<file path="config.mk">
export PLATFORM = sky130hd
export DESIGN_NAME = key_schedule_generator
export DESIGN_NICKNAME = d
export VERILOG_FILES = /design/src/rtl/key_schedule_generator.sv
export SDC_FILE = /design/constraint.sdc
export NUM_CORES = 1
export LEC_CHECK = 0
export ABC_AREA = 1
export BUFFER_PORTS_ARGS = -buffer_cell sky130_fd_sc_hd__clkbuf_2
export CAP_MARGIN = 10
export CORE_MARGIN = 3
export CORE_UTILIZATION = 40
export DETAILED_ROUTE_END_ITERATION = 10
export GPL_TIMING_DRIVEN = 0
export SLEW_MARGIN = 20
export SYNTH_ARGS = -nofsm -noshare
export SYNTH_HDL_FRONTEND = slang
export SYNTH_SLANG_ARGS = --single-unit
</file>
<file path="constraint.sdc">
create_clock -name clk -period 3.3 [get_ports clk]
set_input_delay 0.66 -clock clk [delete_from_list [all_inputs] [get_ports clk]]
set_output_delay 0.66 -clock clk [all_outputs]
set_load 0.01 [all_outputs]
</file>
<file path="src/rtl/key_schedule_generator.sv">
// DES key schedule: expands a 64-bit key into sixteen 48-bit round subkeys.
// Each subkey is then read from the internal table, one request at a time.
module key_schedule_generator (
    input  logic        clk,
    input  logic        rst,
    input  logic        key_load,
    input  logic [63:0] key,
    input  logic        subkey_req,
    input  logic [3:0]  subkey_index,
    output logic        busy,
    output logic        key_ready,
    output logic [47:0] subkey,
    output logic        subkey_valid,
    output logic        req_err
);

    typedef enum logic [1:0] {IDLE, GEN, READY} state_t;

    localparam int PC1 [56] = '{
        57, 49, 41, 33, 25, 17,  9,
         1, 58, 50, 42, 34, 26, 18,
        10,  2, 59, 51, 43, 35, 27,
        19, 11,  3, 60, 52, 44, 36,
        63, 55, 47, 39, 31, 23, 15,
         7, 62, 54, 46, 38, 30, 22,
        14,  6, 61, 53, 45, 37, 29,
        21, 13,  5, 28, 20, 12,  4
    };

    localparam int PC2 [48] = '{
        14, 17, 11, 24,  1,  5,
         3, 28, 15,  6, 21, 10,
        23, 19, 12,  4, 26,  8,
        16,  7, 27, 20, 13,  2,
        41, 52, 31, 37, 47, 55,
        30, 40, 51, 45, 33, 48,
        44, 49, 39, 56, 34, 53,
        46, 42, 50, 36, 29, 32
    };

    // Bit n in FIPS numbering sits at vector index (width - n).
    function automatic logic [55:0] f_pc1(input logic [63:0] k);
        logic [55:0] o;
        o = '0;
        for (int i = 0; i < 56; i++)
            o[6'(55 - i)] = k[6'(64 - PC1[i])];
        return o;
    endfunction

    function automatic logic [47:0] f_pc2(input logic [55:0] cd);
        logic [47:0] o;
        o = '0;
        for (int i = 0; i < 48; i++)
            o[6'(47 - i)] = cd[6'(56 - PC2[i])];
        return o;
    endfunction

    state_t      r_state;
    state_t      w_next;
    logic [27:0] r_c;
    logic [27:0] r_d;
    logic [3:0]  r_round;
    logic [47:0] r_table [16];
    logic [47:0] r_subkey;
    logic        r_valid;
    logic        r_err;

    logic        w_start;
    logic        w_ready;
    logic        w_one;
    logic [27:0] w_c_rot;
    logic [27:0] w_d_rot;
    logic [55:0] w_pc1;
    logic [47:0] w_pc2;

    always_ff @(posedge clk) begin
        if (!rst) r_state <= IDLE;
        else      r_state <= w_next;
    end

    always_comb begin
        w_next  = r_state;
        w_start = 1'b0;
        unique case (r_state)
            IDLE: begin
                if (key_load) begin
                    w_next  = GEN;
                    w_start = 1'b1;
                end
            end
            GEN: begin
                if (r_round == 4'd15) w_next = READY;
            end
            READY: begin
                if (key_load) begin
                    w_next  = GEN;
                    w_start = 1'b1;
                end
            end
            default: w_next = IDLE;
        endcase
    end

    assign w_ready = (r_state == READY);
    assign w_one   = (r_round == 4'd0) || (r_round == 4'd1) ||
                     (r_round == 4'd8) || (r_round == 4'd15);
    assign w_c_rot = w_one ? {r_c[26:0], r_c[27]} : {r_c[25:0], r_c[27:26]};
    assign w_d_rot = w_one ? {r_d[26:0], r_d[27]} : {r_d[25:0], r_d[27:26]};
    assign w_pc1   = f_pc1(key);
    assign w_pc2   = f_pc2({w_c_rot, w_d_rot});

    always_ff @(posedge clk) begin
        if (!rst) begin
            r_c     <= '0;
            r_d     <= '0;
            r_round <= '0;
        end else if (w_start) begin
            r_c     <= w_pc1[55:28];
            r_d     <= w_pc1[27:0];
            r_round <= '0;
        end else if (r_state == GEN) begin
            r_c     <= w_c_rot;
            r_d     <= w_d_rot;
            r_round <= r_round + 4'd1;
        end
    end

    // Table is left unreset: it can only be read once a full expansion finishes.
    always_ff @(posedge clk) begin
        if (rst && (r_state == GEN))
            r_table[r_round] <= w_pc2;
    end

    always_ff @(posedge clk) begin
        if (!rst) begin
            r_subkey <= '0;
            r_valid  <= 1'b0;
            r_err    <= 1'b0;
        end else begin
            r_valid <= subkey_req && w_ready;
            r_err   <= subkey_req && !w_ready;
            if (subkey_req && w_ready)
                r_subkey <= r_table[subkey_index];
        end
    end

    assign busy         = (r_state == GEN);
    assign key_ready    = w_ready;
    assign subkey       = r_subkey;
    assign subkey_valid = r_valid;
    assign req_err      = r_err;

endmodule

</file>
==> summary.md <==
| Metric | Value |
|---|---|
| CTS tree | `yes` |
| Synth cell count leaders | `nand2_1, edfxtp_1, inv_1, nand3_1, dfxtp_1` |
| Initial core utilization | `40.5%` |
| Clock Sink Count | `506` |
| Pwr Density | `593 nW/um^2` |
| Fin nets | `2490` |
| Delay of the slowest cell on the worst path | `0.86 ns` |
| First-pass GRT wire length | `92700 um` |
| Area Overhead vs Synth | `16.4%` |
| Die height | `240 um` |
| EDFF count, synth | `416` |
| Final Non-Filler Cells | `3156` |
| Worst EP required | `3.50 ns` |
| Setup Buffers After CTS | `0` |
| Rel. slew slack | `27.2%` |
| Synth Flop Type | `edfxtp_1` |
| Setup TNS | `0 ns` |
| Max Slew Vio Count | `0` |
| Final Cell Area | `25400 um^2` |
| WL/cell | `19.7 um` |
| Clk_lat worst skew | `0.63 ns` |
| Crit path cell chain | `ha_1 -> nand3_1 -> nand3_2 -> buf_2 -> o21ai_0 -> inv_1` |
| Num CTS Buffers | `53` |
| GPL Wtd Cong | `0.859` |
| Final WL | `62100 um` |
| Final hold vios | `0` |
| Peak supply drop | `364 uV` |
| Synth area leader | `edfxtp_1` |
| DR iter-0 viols | `1572` |
| Critical Path Fanout Max | `16` |
| Worst-Margin Slew | `1.08 ns` |
| Post_cts resized | `0` |
| Placed inst area | `23600 um^2` |
| Status | `completed` |
| Total number of vias | `16100` |
| CP Capture Type | `flop` |
| Skew final | `0.0374 ns` |
| IO Pins | `124` |
| GRT Total Usage | `21.6%` |
| CTS root buffer | `clkbuf_16` |
| RSZ-0062 raised after global routing | `no` |
| Tightest Hold Check Type | `in -> reg` |
| H-tree depth | `2` |
| Final period util | `98.0%` |
| Synth top area cells | `edfxtp_1, nand2_1, dfxtp_1` |
| Startpoint Class | `flop` |
| Crit Path Class | `reg -> reg` |
| Placed cell count | `3055` |
| CTS Hold Bufs | `0` |
| Final hold slack | `0.294 ns` |
| Core Area | `53900 um^2` |
| Pin count of the biggest net entering global routing | `21` |
| Die Wd | `240 um` |
| Multi-input gate area | `5700 um^2` |
| DR DRC count | `0` |
| ANT nets after route | `0` |
| Seq. cell area | `14300 um^2` |
| Share of layout cells above drive strength 1 | `11.2%` |
| Top-count cell post-synth | `nand2_1` |
| Cell count after synthesis | `2264` |
| Syn avg cell area | `9.65 um^2` |
| Clk pin slew, worst setup/hold paths | `0.06 ns` |
| CP max-delay cell | `o21ai_0` |
| Max-cap violation count | `0` |
| Setup violators final | `0` |
| Top delay family on crit path | `buffers and inverters` |
| FP Rows | `85` |
| CP arrival | `3.43 ns` |
| #FFs+latches synth | `506` |
| Total power | `15.1 mW` |
| Mapped Area | `21900 um^2` |
| Fillers | `4952` |
| Vias in the first global route | `15100` |
| Max Fclk | `309 MHz` |
| GR Overflow Total | `0` |
| Via-to-Cell Ratio | `5.09` |
| YS warnings | `0` |
| Post-synth top area share | `57.1%` |
| Port bufs | `49` |
| Sequential share of the synthesized area | `65.4%` |
| Initial DRT Pass Iterations | `5` |
| Netlist cell types | `32` |
| Hpwl dp | `42300 um` |
| WP buf/inv | `2` |
| Max Root-Sink Buffers | `3` |
| Ys async rst share | `0%` |
| Initial antenna violation count | `0` |
| Die footprint | `57500 um^2` |
| Pleak | `11.1 nW` |
| Final min period | `3.23 ns` |
-- placed cells by master (no fill, tap or decap), drive strengths merged --
master / netlist / layout
o21ai: 79 / 79
nor3: 4 / 4
conb: 1 / 22
nor2: 32 / 32
o21a: 26 / 26
o32ai: 1 / 1
a21oi: 51 / 51
buf: 98 / 123
clkinv: 3 / 19
bufinv: 0 / 9
a31o: 1 / 1
inv: 349 / 351
clkbuf: 43 / 162
a32oi: 1 / 1
o211ai: 3 / 3
edfxtp: 416 / 416
nor3b: 2 / 2
o22ai: 12 / 12
clkinvlp: 0 / 3
nand3: 294 / 294
nand2: 753 / 753
a211oi: 1 / 1
dfxtp: 90 / 90
ha: 4 / 4
diode: 0 / 1
-- cell type report --
class                   instances  share of cell area, %
flip-flops and latches        506                   56.2
multi-input cells            1286                   22.4
clock buffers                  70                   5.70
inverters                     352                   5.19
well taps                     696                   3.42
plain buffers                 141                   2.89
repair buffers                 74                   2.65
clock inverters                30                   1.58
diodes                          1                0.00983
-- path summary, 6_finish.rpt --
kind / slack, ns / cells past startpoint / end / startpoint
max: 0.07 / 6 / r_table[14][17] / r_round[0]
max reg2reg: 0.07 / 6 / r_table[14][17] / r_round[0]
min reg2reg: 0.48 / 2 / r_d[1] / r_d[1]
min: 0.29 / 3 / req_err / subkey_req
-- where the power goes --
group | switching [mW] | internal [mW] | leakage, nW | total, mW
clock | 2.56 | 3.81 | 0.904 | 6.37
sequential | 0.0396 | 7.24 | 4.55 | 7.28
combinational | 1.13 | 0.310 | 5.60 | 1.44
total | 3.73 | 11.4 | 11.1 | 15.1
-- metal layers --
metal  share of wire, %  global-route usage (%)  vias to the layer above  wire length [um]
met3                8.9                    3.81                      114              5540
met4                3.2                    7.40                        0              1960
met1                 43                    30.8                     7629             27000
met5                  0                       0                        -                 0
met2                 44                    33.5                      737             27600
li1                   -                       -                     7595                 -
-- stage by stage --
step | worst slack (ns) | utilization, %
after floorplan | -0.0958 | -
after global placement | -2.51 | 42.8
after detailed placement | 0.121 | 43.8
after CTS | 0.215 | 47.2
after global routing | 0.0734 | 47.2
final | 0.0652 | 47.2
-- worst reg2reg max path, stage by stage, from the launching register on --
cell	delay (ns)
dfxtp_1	0.34
ha_1	0.22
nand3_1	0.21
nand3_2	0.30
buf_2	0.30
o21ai_0	0.86
inv_1	0.62
-- logic make-up after synthesis --
group | count (synthesis) | synth area share, %
AND/OR/NAND/NOR | 1085 | 20.4
flip-flops | 506 | 65.4
buffers and inverters | 493 | 9.41
AO/OA/AOI/OAI | 175 | 4.52
adder cells (fa/ha/maj) | 4 | 0.229
other | 1 | 0.0172
-- sequential cells by signal, summed over array words and instances (netlist names) --
register      count
r_round           4
r_state           2
req_err           1
r_c              28
r_d              28
subkey           26
r_table         416
subkey_valid      1
Power figures use the tool's default switching activity.
